<file path="config.mk">
export PLATFORM = sky130hd
export DESIGN_NAME = pong_arena
export DESIGN_NICKNAME = d
export VERILOG_FILES = /design/src/rtl/pong_arena.sv
export SDC_FILE = /design/constraint.sdc
export NUM_CORES = 1
export LEC_CHECK = 0
export CORE_MARGIN = 10
export CORE_UTILIZATION = 50
export CTS_CLUSTER_DIAMETER = 30
export DETAILED_ROUTE_END_ITERATION = 8
export PLACE_DENSITY = 0.71
export SLEW_MARGIN = 10
export SYNTH_ARGS = -nofsm -noshare
export SYNTH_HDL_FRONTEND = slang
export SYNTH_SLANG_ARGS = --single-unit
</file>
<file path="constraint.sdc">
create_clock -name clk -period 5.77 [get_ports clk]
set_input_delay 1.154 -clock clk [delete_from_list [all_inputs] [get_ports clk]]
set_output_delay 1.154 -clock clk [all_outputs]
set_load 0.03 [all_outputs]
</file>
<file path="src/rtl/pong_arena.sv">
// pong_arena: paddle/ball object engine for a pong game.
// Keeps both paddle positions, the ball position and velocity and a
// SERVE/PLAY/SCORE state machine. All game state advances once per video frame.
// It also draws the objects at the current scan coordinate.
//
// Ports:
//   clk        system clock
//   reset      synchronous, active-low reset
//   btn_right  right paddle buttons, [0]=up, [1]=down
//   btn_left   left paddle buttons, [0]=up, [1]=down
//   gra_still  hold the game in SERVE with the ball centred
//   video_on   visible-area flag from the sync generator
//   x, y       current scan column / row
//   graph_on   an object is drawn at (x,y)
//   hit        1-cycle pulse when the ball bounces off a paddle
//   miss       1-cycle pulse when the ball leaves the left or right edge
//   miss_side  side of the last miss, 0=left, 1=right
//   graph_rgb  pixel colour for (x,y)
module pong_arena #(
  parameter int          CW           = 10,
  parameter int          H_RES        = 640,
  parameter int          V_RES        = 480,
  parameter int          PAD_W        = 4,
  parameter int          PAD_H        = 72,
  parameter int          PAD_STEP     = 4,
  parameter int          L_X          = 32,
  parameter int          R_X          = 600,
  parameter int          BALL_SZ      = 8,
  parameter int          V_INIT       = 2,
  parameter int          V_MAX        = 6,
  parameter int          HITS_PER_UP  = 4,
  parameter int          SERVE_FRAMES = 60,
  parameter logic [11:0] BALL_RGB     = 12'hF00,
  parameter logic [11:0] PAD_RGB      = 12'h0F0,
  parameter logic [11:0] BG_RGB       = 12'h000
) (
  input  logic          clk,
  input  logic          reset,
  input  logic [1:0]    btn_right,
  input  logic [1:0]    btn_left,
  input  logic          gra_still,
  input  logic          video_on,
  input  logic [CW-1:0] x,
  input  logic [CW-1:0] y,
  output logic          graph_on,
  output logic          hit,
  output logic          miss,
  output logic          miss_side,
  output logic [11:0]   graph_rgb
);

  localparam int SW = $clog2(SERVE_FRAMES + 1);

  localparam logic [CW-1:0] PAD_TOP_MAX  = CW'(V_RES - PAD_H);
  localparam logic [CW-1:0] PAD_TOP_INIT = CW'((V_RES - PAD_H) / 2);
  localparam logic [CW-1:0] BALL_X_INIT  = CW'((H_RES - BALL_SZ) / 2);
  localparam logic [CW-1:0] BALL_Y_INIT  = CW'((V_RES - BALL_SZ) / 2);
  localparam logic [CW-1:0] BALL_Y_MAX   = CW'(V_RES - BALL_SZ);
  localparam logic [CW-1:0] X_LAST       = CW'(H_RES - 1);
  localparam logic [CW-1:0] K_VRES       = CW'(V_RES);
  localparam logic [CW-1:0] K_STEP       = CW'(PAD_STEP);
  localparam logic [CW-1:0] K_PAD_W      = CW'(PAD_W);
  localparam logic [CW-1:0] K_PAD_H      = CW'(PAD_H);
  localparam logic [CW-1:0] K_LX         = CW'(L_X);
  localparam logic [CW-1:0] K_RX         = CW'(R_X);
  localparam logic [CW-1:0] K_BALL       = CW'(BALL_SZ);
  localparam logic [CW-1:0] K_VINIT      = CW'(V_INIT);
  localparam logic [CW-1:0] K_VMAX       = CW'(V_MAX);
  localparam logic [CW-1:0] HIT_LAST     = CW'(HITS_PER_UP - 1);
  localparam logic [SW-1:0] SERVE_LAST   = SW'(SERVE_FRAMES - 1);

  typedef enum logic [1:0] {SERVE, PLAY, SCORE} state_t;

  state_t        state;
  logic [CW-1:0] pad_l, pad_r, ball_x, ball_y, speed, hit_cnt;
  logic [SW-1:0] serve_cnt;
  logic          dx, dy;          // dx: 1=right, dy: 1=down
  logic          refr, refr_q, tick;

  logic [CW-1:0] y_next;
  logic          dy_next, ov_l, ov_r, hit_l, hit_r, miss_l, miss_r;
  logic          ball_on, pad_on;

  assign refr = (x == '0) && (y == K_VRES);
  assign tick = refr & ~refr_q;

  // Clamped paddle move; both or neither button means hold.
  function automatic logic [CW-1:0] pad_next(input logic [CW-1:0] top, input logic [1:0] btn);
    logic [CW-1:0] r;
    case (btn)
      2'b01:   r = (top < K_STEP) ? '0 : top - K_STEP;
      2'b10:   r = (top + K_STEP > PAD_TOP_MAX) ? PAD_TOP_MAX : top + K_STEP;
      default: r = top;
    endcase
    return r;
  endfunction

  // Next ball motion for PLAY. Comparisons are arranged so nothing underflows:
  // the left-side tests add speed on the right-hand side instead of
  // subtracting it from ball_x.
  always_comb begin
    y_next  = ball_y;
    dy_next = dy;
    if (!dy) begin
      if (ball_y < speed) begin
        y_next  = '0;
        dy_next = 1'b1;
      end else begin
        y_next  = ball_y - speed;
      end
    end else if (ball_y + speed > BALL_Y_MAX) begin
      y_next  = BALL_Y_MAX;
      dy_next = 1'b0;
    end else begin
      y_next  = ball_y + speed;
    end

    ov_r   = (ball_y + K_BALL > pad_r) && (ball_y < pad_r + K_PAD_H);
    ov_l   = (ball_y + K_BALL > pad_l) && (ball_y < pad_l + K_PAD_H);
    hit_r  = dx && (ball_x + K_BALL + speed >= K_RX) && (ball_x < K_RX + K_PAD_W) && ov_r;
    hit_l  = !dx && (ball_x <= K_LX + K_PAD_W + speed) && (ball_x + K_BALL > K_LX) && ov_l;
    miss_r = dx && !hit_r && (ball_x + K_BALL + speed > X_LAST);
    miss_l = !dx && !hit_l && (ball_x < speed);
  end

  // Game state: everything except the pulse clears and the edge detector
  // only moves on the per-frame tick.
  always_ff @(posedge clk) begin
    if (!reset) begin
      refr_q    <= 1'b0;
      pad_l     <= PAD_TOP_INIT;
      pad_r     <= PAD_TOP_INIT;
      ball_x    <= BALL_X_INIT;
      ball_y    <= BALL_Y_INIT;
      speed     <= K_VINIT;
      dx        <= 1'b1;
      dy        <= 1'b1;
      hit_cnt   <= '0;
      serve_cnt <= '0;
      state     <= SERVE;
      hit       <= 1'b0;
      miss      <= 1'b0;
      miss_side <= 1'b0;
    end else begin
      refr_q <= refr;
      hit    <= 1'b0;
      miss   <= 1'b0;
      if (tick) begin
        pad_l <= pad_next(pad_l, btn_left);
        pad_r <= pad_next(pad_r, btn_right);
        case (state)
          SERVE: begin
            ball_x <= BALL_X_INIT;
            ball_y <= BALL_Y_INIT;
            if (gra_still) begin
              serve_cnt <= '0;
            end else if (serve_cnt == SERVE_LAST) begin
              serve_cnt <= '0;
              state     <= PLAY;
            end else begin
              serve_cnt <= serve_cnt + 1'b1;
            end
          end
          PLAY: begin
            if (gra_still) begin
              ball_x    <= BALL_X_INIT;
              ball_y    <= BALL_Y_INIT;
              serve_cnt <= '0;
              state     <= SERVE;
            end else begin
              ball_y <= y_next;
              dy     <= dy_next;
              if (hit_r || hit_l) begin
                ball_x <= hit_r ? K_RX - K_BALL : K_LX + K_PAD_W;
                dx     <= hit_l;
                hit    <= 1'b1;
                if (hit_cnt == HIT_LAST) begin
                  hit_cnt <= '0;
                  if (speed < K_VMAX) speed <= speed + 1'b1;
                end else begin
                  hit_cnt <= hit_cnt + 1'b1;
                end
              end else if (miss_r || miss_l) begin
                miss      <= 1'b1;
                miss_side <= miss_r;
                state     <= SCORE;
              end else begin
                ball_x <= dx ? ball_x + speed : ball_x - speed;
              end
            end
          end
          default: begin
            // SCORE, or a held SCORE when gra_still keeps speed/hit count.
            ball_x    <= BALL_X_INIT;
            ball_y    <= BALL_Y_INIT;
            serve_cnt <= '0;
            state     <= SERVE;
            if (!gra_still) begin
              speed   <= K_VINIT;
              hit_cnt <= '0;
              dx      <= miss_side;
            end
          end
        endcase
      end
    end
  end

  // Object rendering; the ball wins over a paddle on the same pixel.
  always_comb begin
    ball_on = (x >= ball_x) && (x < ball_x + K_BALL) &&
              (y >= ball_y) && (y < ball_y + K_BALL);
    pad_on  = ((x >= K_LX) && (x < K_LX + K_PAD_W) && (y >= pad_l) && (y < pad_l + K_PAD_H)) ||
              ((x >= K_RX) && (x < K_RX + K_PAD_W) && (y >= pad_r) && (y < pad_r + K_PAD_H));
    graph_on = video_on & (ball_on | pad_on);
    if (!video_on)    graph_rgb = 12'h000;
    else if (ball_on) graph_rgb = BALL_RGB;
    else if (pad_on)  graph_rgb = PAD_RGB;
    else              graph_rgb = BG_RGB;
  end

endmodule

</file>
==> results_dict.tcl <==
set metrics [dict create \
    cts_sinks 70 \
    drive_gt1_frac 0.0505 \
    dp_cells 1378 \
    swShare 0.271 \
    nFillCells 1641 \
    dp_hpwl_mm 20.1 \
    crit_path_max_fanout 7 \
    drtPass1Iterations 5 \
    avgSynthCellArea_um2 7.77 \
    worstSetupPathType "in -> out" \
    area_growth_pct 9.57 \
    finClkSkew_ns 0.00951 \
    status "finished clean" \
    switching_power_uw 326 \
    final_nets 1362 \
    hold_viol 0 \
    comb_power_share 0.094 \
    rr_worst_depth 14 \
    die-area_um2 23500 \
    wl_per_cell_um 18.6 \
    vias 8541 \
    synth-edff-count 0 \
    place.gp.congestion 1.00 \
    power_uw 1200 \
    port_buffers 39 \
    slew_viol_final 0 \
    fin_cells 1394 \
    regArea_um2 1400 \
    grt_first_pass_wirelength_mm 42.1 \
    hp-class "reg -> reg" \
    worstSetupEndpointType "primary output" \
    setup_violations 0 \
    drt_iter0_drc 673 \
    numCtsBuffers 9 \
    cts_tree "yes" \
    start_util 0.512 \
    peakVddDrop_uv 180 \
    pwr-share-clk 0.504 \
    worstMarginPinSlew_ns 0.860 \
    drt-total-wl_mm 25.9 \
    io_pins 44 \
    clock_latency_ns 0.36 \
    worstPathRequired_ns 4.62 \
    grt_util_all_layers 0.214 \
    synthArstFlopShare 0 \
    fin_crit_sh 0.919 \
    postCtsSetupRepairBufs 0 \
    grt_pass1_vias 8096 \
    cts-hold-fix-buffers 0 \
    ant_nets 0 \
    die_h_um 153 \
    p_per_area_nw_per_um2 124 \
    finalWorstPathRequiredPeriod_ns 5.30 \
    crit_arrival_ns 4.15 \
    overflow 0 \
    ys_types 87 \
    hold_slack_ns 0.481 \
    antenna_found_initial 0 \
    leakagePower_uw 0.00406 \
    netlist_area_um2 8890 \
    layout_common_cells "ha_1 (166), inv_1 (96), a21oi_1 (92), nor2_1 (92), dfxtp_1 (70)" \
    ys.flop_type "dfxtp_1" \
    cts_max_path_buffers 2 \
    row_count 48 \
    critPathLaunchType "input port" \
    synth-seq-cells 70 \
    root_buffer "clkbuf_16" \
    grt_setup_unrepaired "false" \
    fmax_mhz 189 \
    coreArea_um2 17400 \
    layout_commonest_cell "ha_1" \
    die_x_um 153 \
    slew-limit-headroom 0.424 \
    remaining_drc_errors 0 \
    p_int_uw 877 \
    seqPwrFrac 0.401 \
    multiInputGateArea_um2 6900 \
    diodes 0 \
    synth-seq-area-share 0.158 \
    syn-instance-count 1144 \
    setup_tns_ns 0 \
    max_cap_violations 0 \
    clkTransAtPathRegs_ns 0.06 \
    grt_max_degree 30 \
    cts_resized 0 \
    synth_warnings 0 \
    viasPerCell 6.13 \
    holdPathStages 2 \
    htreeDepth 3 \
]
==> flip-flops by register name, summed over array words and instances, names as in the netlist, 2 cells and up <==
register	flops
serve_cnt	6
pad_l	8
pad_r	8
state	2
hit_cnt	10
ball_x	10
speed	10
ball_y	10
==> cell families (layout without fill, tap and decap cells) <==
group,count (synthesis),count (layout),synth area share
buf+inv,142,164,0.0683
fa+ha+maj,170,170,0.243
mux,12,12,0.0137
flops,70,70,0.158
xor+xnor,62,62,0.0611
compound gates,325,325,0.248
simple gates,362,362,0.208
other cells,1,4,0.000422
==> routing by layer <==
| metal | part of all wire | vias to the layer above | global-route usage |
|---|---|---|---|
| met1 | 0.44 | 3884 | 0.278 |
| met2 | 0.45 | 344 | 0.345 |
| met5 | 0 | - | 0 |
| li1 | - | 4244 | - |
| met3 | 0.075 | 69 | 0.0396 |
| met4 | 0.029 | 0 | 0.0796 |
==> stage by stage <==
stage | cell area [um^2] | util | setup slack, ns
2_1_floorplan | 8900 | - | 0.713
3_3_place_gp | 9430 | 0.543 | 0.509
3_5_place_dp | 9430 | 0.543 | 0.445
4_1_cts | 9740 | 0.561 | 0.443
5_1_grt | 9740 | 0.561 | 0.257
6_report | 9740 | 0.561 | 0.466
==> final cells by class <==
type	instances	share of cell area
Tap cell	225	0.0289
Clock inverter	7	0.00886
Timing Repair Buffer	52	0.0501
Inverter	96	0.0370
Clock buffer	9	0.0231
Sequential cell	70	0.144
Multi-Input combinational cell	935	0.708
==> power by group through the flow <==
stage	Sequential [uW]	Clock (uW)	Combinational [uW]
floorplan	494	0	63.6
global placement	494	0	110
detailed placement	494	0	111
CTS	483	617	113
global route	483	634	126
finish	483	607	113
==> worst max-delay path: stages <==
cell	delay (ns)
clkdlybuf4s50_1	0.63
ha_1	0.29
nor2b_1	0.13
o21a_1	0.16
o21a_1	0.16
o21ai_0	0.14
nand2b_1	0.08
a2111oi_0	0.42
o22a_1	0.28
nor2_1	0.10
clkdlybuf4s50_1	0.61
==> cell usage after synthesis (25+ instances only) <==
| library cell | count | share of area |
|---|---|---|
| o21ai_0 | 66 | 0.037 |
| nand3_1 | 38 | 0.021 |
| xnor2_1 | 52 | 0.051 |
| dfxtp_1 | 70 | 0.16 |
| nand2b_1 | 25 | 0.018 |
| inv_1 | 96 | 0.041 |
| nor2_1 | 92 | 0.039 |
| clkbuf_1 | 25 | 0.011 |
| nand4_1 | 25 | 0.018 |
| nand2_1 | 63 | 0.027 |
| ha_1 | 166 | 0.23 |
| a21oi_1 | 92 | 0.052 |
| nor3_1 | 46 | 0.026 |
==> final timing paths <==
check,to,slack (ns),from
min,serve_cnt[1],0.48,serve_cnt[1]
max,graph_rgb[6],0.47,y[3]
max reg2reg,ball_x[6],0.85,speed[4]
min reg2reg,serve_cnt[1],0.48,serve_cnt[1]
No activity file was read; power rests on OpenSTA's default activity.
